[config.mk]
export PLATFORM = sky130hd
export DESIGN_NAME = pcie_traffic_gen_flat
export DESIGN_NICKNAME = d
export VERILOG_FILES = /design/src/rtl/pcie_pkg.sv /design/src/rtl/pcie_traffic_gen_if.sv /design/src/rtl/pcie_tgen_port.sv /design/src/rtl/pcie_traffic_gen.sv /design/src/flat_wrapper.sv
export SDC_FILE = /design/constraint.sdc
export NUM_CORES = 1
export LEC_CHECK = 0
export BUFFER_PORTS_ARGS = -buffer_cell sky130_fd_sc_hd__buf_2
export CORE_MARGIN = 2
export CORE_UTILIZATION = 51
export CTS_CLUSTER_SIZE = 40
export DETAILED_ROUTE_END_ITERATION = 6
export PLACE_DENSITY = 0.73
export SETUP_SLACK_MARGIN = 0.15
export SYNTH_ARGS = -nofsm -noshare
export SYNTH_HDL_FRONTEND = slang
export SYNTH_SLANG_ARGS = --single-unit
[constraint.sdc]
create_clock -name clk -period 3 [get_ports clk]
set_clock_uncertainty 0.05 [all_clocks]
set_input_delay 0.6 -clock clk [delete_from_list [all_inputs] [get_ports clk]]
set_output_delay 0.6 -clock clk [all_outputs]
set_load 0.02 [all_outputs]
[src/rtl/pcie_pkg.sv]
// Shared definitions for the PCIe switch traffic generator: LFSR parameters,
// threshold reset defaults and the per-port state encoding.
package pcie_pkg;

    localparam int LFSR_W = 16;
    // Fibonacci taps 16,14,13,11 for a right-shifting register: stage 16 is bit 0
    localparam logic [LFSR_W-1:0] LFSR_TAP_MASK = 16'h002D;
    localparam logic [LFSR_W-1:0] LFSR_SEED     = 16'hACE1;

    localparam logic [3:0] UMBRAL_A_RST = 4'd6;
    localparam logic [3:0] UMBRAL_B_RST = 4'd3;

    typedef enum logic [1:0] {
        IDLE = 2'd0,
        RUN  = 2'd1,
        HOLD = 2'd2,
        DONE = 2'd3
    } port_state_t;

    function automatic logic [LFSR_W-1:0] lfsr_step(input logic [LFSR_W-1:0] cur);
        return {^(cur & LFSR_TAP_MASK), cur[LFSR_W-1:1]};
    endfunction

endpackage

[src/rtl/pcie_traffic_gen_if.sv]
// Data/valid and pause/continue bundle between the traffic generator and the switch.
interface pcie_traffic_gen_if #(
    parameter int NUM_PORTS = 2,
    parameter int BUS_SIZE  = 5
);
    logic [NUM_PORTS*(BUS_SIZE+1)-1:0] data_p;
    logic [NUM_PORTS-1:0]              valid_p;
    logic [NUM_PORTS*2-1:0]            pause_vc;
    logic [NUM_PORTS*2-1:0]            continue_vc;

    modport master (output data_p, output valid_p, input pause_vc, input continue_vc);
    modport slave  (input data_p, input valid_p, output pause_vc, output continue_vc);
endinterface

[src/rtl/pcie_tgen_port.sv]
// One generator port: LFSR word source, per-VC pause flags, run FSM and sent counter.
module pcie_tgen_port
    import pcie_pkg::*;
#(
    parameter int                BUS_SIZE  = 5,
    parameter int                CNT_WIDTH = 8,
    parameter logic [LFSR_W-1:0] PORT_SEED = LFSR_SEED ^ 16'h0001
)(
    input  logic                 clk,
    input  logic                 reset,
    input  logic                 start_acc,
    input  logic [CNT_WIDTH-1:0] num_words,
    input  logic [1:0]           pause,
    input  logic [1:0]           cont,
    output logic [BUS_SIZE:0]    data,
    output logic                 valid,
    output logic [CNT_WIDTH-1:0] sent_count,
    output logic                 active,
    output logic                 finished
);
    localparam logic [CNT_WIDTH-1:0] CNT_ONE = CNT_WIDTH'(1);

    port_state_t          state_reg, state_next;
    logic [LFSR_W-1:0]    lfsr_reg, lfsr_next;
    logic [CNT_WIDTH-1:0] cnt_reg, cnt_next;
    logic [CNT_WIDTH-1:0] nw_reg, nw_next;
    logic [BUS_SIZE:0]    data_reg, data_next;
    logic                 valid_reg, valid_next;
    logic [1:0]           pause_reg, pause_next;
    logic                 cand_blocked;

    // The candidate's VC is the MSB of the word; its flag decides emit vs hold
    assign cand_blocked = pause_reg[lfsr_reg[BUS_SIZE]];

    always_ff @(posedge clk or posedge reset) begin
        if (reset) begin
            state_reg <= IDLE;
            lfsr_reg  <= PORT_SEED;
            cnt_reg   <= '0;
            nw_reg    <= '0;
            data_reg  <= '0;
            valid_reg <= 1'b0;
            pause_reg <= 2'b00;
        end else begin
            state_reg <= state_next;
            lfsr_reg  <= lfsr_next;
            cnt_reg   <= cnt_next;
            nw_reg    <= nw_next;
            data_reg  <= data_next;
            valid_reg <= valid_next;
            pause_reg <= pause_next;
        end
    end

    always_comb begin
        state_next = state_reg;
        lfsr_next  = lfsr_reg;
        cnt_next   = cnt_reg;
        nw_next    = nw_reg;
        data_next  = data_reg;
        valid_next = 1'b0;
        pause_next = (pause_reg & ~cont) | pause;

        case (state_reg)
            // A finished port restarts directly on the next accepted start
            IDLE, DONE: begin
                if (start_acc) begin
                    nw_next    = num_words;
                    cnt_next   = '0;
                    state_next = (num_words == '0) ? DONE : RUN;
                end
            end
            RUN: begin
                if (!cand_blocked) begin
                    data_next  = lfsr_reg[BUS_SIZE:0];
                    valid_next = 1'b1;
                    lfsr_next  = lfsr_step(lfsr_reg);
                    cnt_next   = cnt_reg + CNT_ONE;
                    if (cnt_reg + CNT_ONE == nw_reg) begin
                        state_next = DONE;
                    end
                end else begin
                    state_next = HOLD;
                end
            end
            HOLD: begin
                if (!cand_blocked) begin
                    state_next = RUN;
                end
            end
            default: state_next = IDLE;
        endcase
    end

    assign data       = data_reg;
    assign valid      = valid_reg;
    assign sent_count = cnt_reg;
    assign active     = (state_reg == RUN) || (state_reg == HOLD);
    assign finished   = (state_reg == DONE);

endmodule

[src/rtl/pcie_traffic_gen.sv]
// LFSR traffic generator driving NUM_PORTS switch inputs, plus the switch
// almost-full/almost-empty threshold registers and run-level busy/done.
module pcie_traffic_gen
    import pcie_pkg::*;
#(
    parameter int                NUM_PORTS = 2,
    parameter int                BUS_SIZE  = 5,
    parameter int                CNT_WIDTH = 8,
    parameter logic [LFSR_W-1:0] SEED      = LFSR_SEED
)(
    input  logic                           clk,
    input  logic                           reset,
    input  logic                           start,
    input  logic [CNT_WIDTH-1:0]           num_words,
    input  logic [3:0]                     cfg_umbral_a,
    input  logic [3:0]                     cfg_umbral_b,
    output logic [3:0]                     umbralA,
    output logic [3:0]                     umbralB,
    output logic [NUM_PORTS*CNT_WIDTH-1:0] sent_count,
    output logic                           busy,
    output logic                           done,
    pcie_traffic_gen_if.master             bus
);
    logic [NUM_PORTS-1:0]              active_w;
    logic [NUM_PORTS-1:0]              finished_w;
    logic [NUM_PORTS-1:0]              valid_w;
    logic [NUM_PORTS*(BUS_SIZE+1)-1:0] data_w;
    logic                              start_acc;
    logic [3:0]                        umbral_a_reg;
    logic [3:0]                        umbral_b_reg;
    logic                              done_reg;

    assign busy      = |active_w;
    assign start_acc = start & ~busy;

    generate
        for (genvar gi = 0; gi < NUM_PORTS; gi++) begin : g_port
            pcie_tgen_port #(
                .BUS_SIZE  (BUS_SIZE),
                .CNT_WIDTH (CNT_WIDTH),
                .PORT_SEED (SEED ^ LFSR_W'(gi + 1))
            ) u_port (
                .clk        (clk),
                .reset      (reset),
                .start_acc  (start_acc),
                .num_words  (num_words),
                .pause      (bus.pause_vc[2*gi +: 2]),
                .cont       (bus.continue_vc[2*gi +: 2]),
                .data       (data_w[gi*(BUS_SIZE+1) +: BUS_SIZE+1]),
                .valid      (valid_w[gi]),
                .sent_count (sent_count[gi*CNT_WIDTH +: CNT_WIDTH]),
                .active     (active_w[gi]),
                .finished   (finished_w[gi])
            );
        end
    endgenerate

    always_ff @(posedge clk or posedge reset) begin
        if (reset) begin
            umbral_a_reg <= UMBRAL_A_RST;
            umbral_b_reg <= UMBRAL_B_RST;
            done_reg     <= 1'b0;
        end else if (start_acc) begin
            umbral_a_reg <= cfg_umbral_a;
            umbral_b_reg <= cfg_umbral_b;
            done_reg     <= 1'b0;
        end else begin
            done_reg     <= &finished_w;
        end
    end

    assign umbralA     = umbral_a_reg;
    assign umbralB     = umbral_b_reg;
    assign done        = done_reg;
    assign bus.data_p  = data_w;
    assign bus.valid_p = valid_w;

endmodule

[src/flat_wrapper.sv]
// flat-port wrapper written by rule: the top's interface ports become plain ports
module pcie_traffic_gen_flat import pcie_pkg::*;
#(
    parameter int                NUM_PORTS = 2,
    parameter int                BUS_SIZE  = 5,
    parameter int                CNT_WIDTH = 8,
    parameter logic [LFSR_W-1:0] SEED      = LFSR_SEED
)
  (clk, reset, start, num_words, cfg_umbral_a, cfg_umbral_b, umbralA, umbralB, sent_count, busy, done, bus_data_p, bus_valid_p, bus_pause_vc, bus_continue_vc);
  pcie_traffic_gen_if #(.NUM_PORTS(NUM_PORTS), .BUS_SIZE(BUS_SIZE)) bus_i ();
  input  logic clk;
  input  logic reset;
  input  logic start;
  input  logic [CNT_WIDTH-1:0] num_words;
  input  logic [3:0] cfg_umbral_a;
  input  logic [3:0] cfg_umbral_b;
  output logic [3:0] umbralA;
  output logic [3:0] umbralB;
  output logic [NUM_PORTS*CNT_WIDTH-1:0] sent_count;
  output logic busy;
  output logic done;
  output wire logic [$bits(bus_i.data_p)-1:0] bus_data_p;
  output wire logic [$bits(bus_i.valid_p)-1:0] bus_valid_p;
  input wire logic [$bits(bus_i.pause_vc)-1:0] bus_pause_vc;
  input wire logic [$bits(bus_i.continue_vc)-1:0] bus_continue_vc;
  assign bus_data_p = bus_i.data_p;
  assign bus_valid_p = bus_i.valid_p;
  assign bus_i.pause_vc = bus_pause_vc;
  assign bus_i.continue_vc = bus_continue_vc;
  pcie_traffic_gen #(.NUM_PORTS(NUM_PORTS), .BUS_SIZE(BUS_SIZE), .CNT_WIDTH(CNT_WIDTH), .SEED(SEED)) u_core (.clk(clk), .reset(reset), .start(start), .num_words(num_words), .cfg_umbral_a(cfg_umbral_a), .cfg_umbral_b(cfg_umbral_b), .umbralA(umbralA), .umbralB(umbralB), .sent_count(sent_count), .busy(busy), .done(done), .bus(bus_i));
endmodule
# After elaboration in Yosys (flattened, before gate mapping)
# Index checks and enable logic that the tools add are counted.
# classes
n_addsub,2
order_cmp,2
eq_ne,16
n_mux,24
n_bitwise,10
reduce_logical,21
# ops
cell,n
case mux 8 bit (2 select lines),2
parity 16 bit,2
2-to-1 mux 8 bit,3
"adder 8 x 1 -> 8 bit, second input constant",2
== test 8 bit,2
2-to-1 mux 2 bit,8
case mux 2 bit (3 select lines),2
AND reduction 3 bit,4
"!= test 2 bit, second input constant",5
AND reduction 2 bit,5
2-to-1 mux 1 bit,9
"== test 2 bit, second input constant",4
zero test 8 bit,1
"!= test 3 bit, second input constant",2
OR reduction 2 bit,3
bitwise AND 2 bit,2
"== test 2 x 1 -> 1 bit, second input constant",2
zero test 2 bit,2
"< comparator 1 x 2 -> 1 bit, second input constant",2
NOT 2 bit,2
bitwise OR 2 bit,2
nonzero test 2 bit,2
NOT 1 bit,3
logical OR 1 bit,2
2 further kinds,2
# word_totals
register_bits,95
input_bits,27
out_inout_bits,40
wordCells,92

# Longest topological paths before layout
# depth
word_depth,7
ltp_mapped,10
mapped_depth_nobuf,8

# Hierarchy
# A second synthesis with hierarchy kept.
# unflattened
hier_cells,417
hier_area_um2,4241.6
# by_module_without_submodules
module,n_inst,cells_per_inst,area_per_inst_um2
pcie_tgen_port at u_core.g_port[1].u_port,1,205,1971.9
pcie_tgen_port at u_core.g_port[0].u_port,1,189,1908.1
pcie_traffic_gen,1,23,361.6

# Worst setup path after synthesis
# No wires, ideal clock.
# synth_path
path_kind,reg-to-reg
startpoint,reg u_core.g_port[0].u_port.cnt_reg[0]
endpoint,reg u_core.g_port[0].u_port.state_reg[0]
setup_ns,0.135
arrival_ns,1.832
required_ns,2.815
slack_ns,0.984
path_stages_with_launch,8
n_path_buf,0
cell_sequence,dfrtp_1 -> ha_1 -> and2_1 -> a211o_1 -> a31o_2 -> o2111a_1 -> a311oi_1 -> a211oi_1
# synth_between
elab_chain_len,4
# synth_rtl
element,line,source
start: declaration,pcie_tgen_port.sv:25,"logic [CNT_WIDTH-1:0] cnt_reg, cnt_next;"
start signal: assignment,pcie_tgen_port.sv:47,cnt_reg <= cnt_next;
adder 8 x 1 -> 8 bit,pcie_tgen_port.sv:79,if (cnt_reg + CNT_ONE == nw_reg) begin
== test 8 bit,pcie_tgen_port.sv:79,
!= test 3 bit (no line),-,
AND reduction 3 bit (no line),-,
end signal: assignment,pcie_tgen_port.sv:45,state_reg <= state_next;
end: declaration,pcie_tgen_port.sv:23,"port_state_t state_reg, state_next;"
# Every way passes these cells.
# A chain may end at the register's enable or synchronous reset.

# Worst setup path in the final report
# layout_path
startpoint,reg u_core.g_port[0].u_port.state_reg[0]
endpoint,reg u_core.g_port[0].u_port.cnt_reg[4]
# layout_between
elab_chain_len,7
word_cells_on_any_way,14
classes_between,eq/ne (5); mux (1); bitwise (2); reduce/logical (6)
# layout_rtl
element,line,source
== test 2 x 1 -> 1 bit or == test 2 bit (tied branches),"pcie_tgen_port.sv:64, pcie_tgen_port.sv:98",
logical OR 1 bit,pcie_tgen_port.sv:98,assign active = (state_reg == RUN) || (state_reg == HOLD);
OR reduction 2 bit,pcie_traffic_gen.sv:33,assign busy = |active_w;
NOT 1 bit,pcie_traffic_gen.sv:34,assign start_acc = start & ~busy;
bitwise AND 1 bit,pcie_traffic_gen.sv:34,
!= test 2 bit (no line),-,
AND reduction 3 bit (no line),-,
# Parallel ways exist; a longest one is shown, timed or not.

==> metrics.cfg <==
[run_status]
status=completed

[detailed_routing]
finalWirelength_um=8720
wl_per_cell_um=13.3
num_vias=3457
antenna_left=0
drt_iter0_drc=130
drc_errors=0
vias_per_cell=5.27
drtPass1Iterations=4

[worst_setup_path]
cp-startpoint=u_core.g_port[0].u_port.state_reg[0]
worstPathArrival_ns=2.50
cpPeakStageDelay_ns=0.41
critPathKind=reg2reg
path_cells=inv_1 -> ha_1 -> and3_1 -> o211ai_4 -> o21ai_0 -> a21bo_2 -> nand2_1 -> o31ai_1
critPathSlowestCell=dfrtp_1
startpoint_type=flip-flop
critPathTopFamily=compound AO/OA/AOI/OAI gates
worstSetupEndpointType=flip-flop
crit_buf_inv=1
r2r-start=u_core.g_port[0].u_port.state_reg[0]
worstPathRequired_ns=3.22
crit_path_max_fanout=8

[timing]
rsz0062_at_grt=no
hold_slack_ns=0.307
worst_slack_ns=0.714
tightest_slew_ns=0.728
slew_headroom=0.514
fmax_mhz=437
hold_viol=0
period_share=0.762
period_minus_slack_ns=2.29
setup_viol=0
tns_ns=0
drv_slew=0

[cts]
root_buffer=clkbuf_8
tritoncts=built
post_cts_buffers=0
cts.repair.resized=0
clk_latency_ns=0.36
hold_buffers=0
htreeDepth=3
ctsLongestPathBuffers=2
numCtsBuffers=9
clock_sinks=87
path_clk_slew_ns=0.08

[layout]
n_fill_cell=759
area_growth_pct=12.2
antenna-diode-count=0
utilization=0.596
drive_gt1_frac=0.232
nets=581
final_cells=656
largest_register_ffs=32

[floorplan]
die_x_um=97.0
fp.coreArea_sq_mm=0.00830
initial_core_util=0.531
die_h_um=97.0
ios=67
row_count=33
die_area_sq_mm=0.00940

[synthesis]
ys.flop_type=dfrtp_1
synth_fa_ha_area_frac=0.0227
synth.top_cell.area_share=0.380
netlist_area_sq_mm=0.00441
ys_seq_area_frac=0.500
synth_warnings=0
synth-xor-area-share=0.0437
yosys.area.top_type=dfrtp_1
syn_avg_cell_area_sq_um=8.94
synthesis.nets=528
async_flop_share=1.00
synth_top_family_by_area=simple AND/OR/NAND/NOR gates
synthTopCellsByArea=dfrtp_1, nand2_1, dfstp_2
synthMuxAreaShare=0.0193
synth-edff-count=0
ys_types=64
synthMostInstantiatedCell=nand2_1
yosys-top-cells-count=nand2_1, dfrtp_1, o21ai_0, dfstp_2, inv_1
synth-seq-cells=87
synth_compound_area_frac=0.125
netlist_instances=493
yosys.area_share.simple=0.232

[global_routing]
antenna_found_initial=0
track_usage=0.197
grt_pass1_wl_um=15300
grt_pass1_vias=3305
overflow=0
grt_max_degree=55

[run]
cap_violations=0

[placed_design]
io_buffers=66
gp_congestion=0.864
dp.cells=640
dp_slack_ns=0.756
hpwl_um=6360

[power]
p_leak_nw=2.49
power_density_mw_per_mm2=803
ir_drop_mv=0.431

[worst_hold_path]
hold_path_class=in2async

==> layer usage <==
metal	vias up	wire length [um]	GRT usage
met5	-	0	0
met4	0	192	0.0867
met3	16	373	0.0303
met2	82	4100	0.312
met1	1630	4050	0.268
li1	1729	-	-
==> per-stage QoR <==
stage / instance area (sq um) / total power [W]
2_1_floorplan: 4410 / 0.00280
3_3_place_gp: 4750 / 0.00313
3_5_place_dp: 4750 / 0.00319
4_1_cts: 4950 / 0.00401
5_1_grt: 4950 / 0.00426
6_report: 4950 / 0.00397
==> worst paths after layout <==
check | endpoint | depth (start not counted) | slack, ns
max in group asynchronous | u_core.g_port[1].u_port.lfsr_reg[6] | 3 | 1.84
min reg2reg | u_core.umbralA[2] | 2 | 0.41
min in group clk | u_core.g_port[1].u_port.pause_reg[1] | 2 | 0.37
min | u_core.g_port[0].u_port.valid | 2 | 0.31
max reg2reg | u_core.g_port[0].u_port.sent_count[4] | 8 | 0.71
max | u_core.g_port[0].u_port.sent_count[4] | 8 | 0.71
==> cell type report <==
cell class,count,area (sq um),area share
clock buffers,10,128,0.0258
inverters,20,78.8,0.0159
clock inverters,6,68.8,0.0139
repair buffers,72,388,0.0784
multi-input cells,356,1950,0.394
flip-flops and latches,87,2200,0.445
well taps,105,131,0.0266
==> layout by cell type (no fill, tap or decap), drive strengths merged, types with 5 or more instances in the layout <==
cell type,netlist,routed
inv,20,21
a21oi,18,18
dfstp,20,20
ha,8,8
nor2,15,15
clkbuf,8,10
nand2b,5,5
nand2,178,178
nor3,7,7
dfrtp,67,67
o21ai,31,31
mux2i,7,7
xnor2,17,17
nand3,12,12
buf,22,72
xor2,5,5
==> worst reg2reg max path: cells and delay by family (launching register included) <==
kind	cells	cell delay (ns)
buffers and inverters	1	0.08
DFF	1	0.41
and+or+nand+nor	2	0.33
adders and majority gates	1	0.41
AOI/OAI and AO/OA	4	0.93
==> kinds of logic after synthesis <==
| family | after synthesis |
|---|---|
| AOI/OAI and AO/OA | 81 |
| xor gates and xnor gates | 22 |
| adders and majority gates | 8 |
| buffers and inverters | 50 |
| DFF | 87 |
| muxes | 8 |
| and+or+nand+nor | 237 |
==> where the power goes <==
| group | total (W) | switching [W] | internal (W) | leakage, nW |
|---|---|---|---|---|
| Sequential | 0.00163 | 0.000219 | 0.00141 | 1.09 |
| Combinational | 0.00152 | 0.000941 | 0.000583 | 1.30 |
| Clock | 0.000815 | 0.000424 | 0.000391 | 0.0973 |
| Total | 0.00397 | 0.00158 | 0.00239 | 2.49 |
Power figures use the tool's default switching activity.
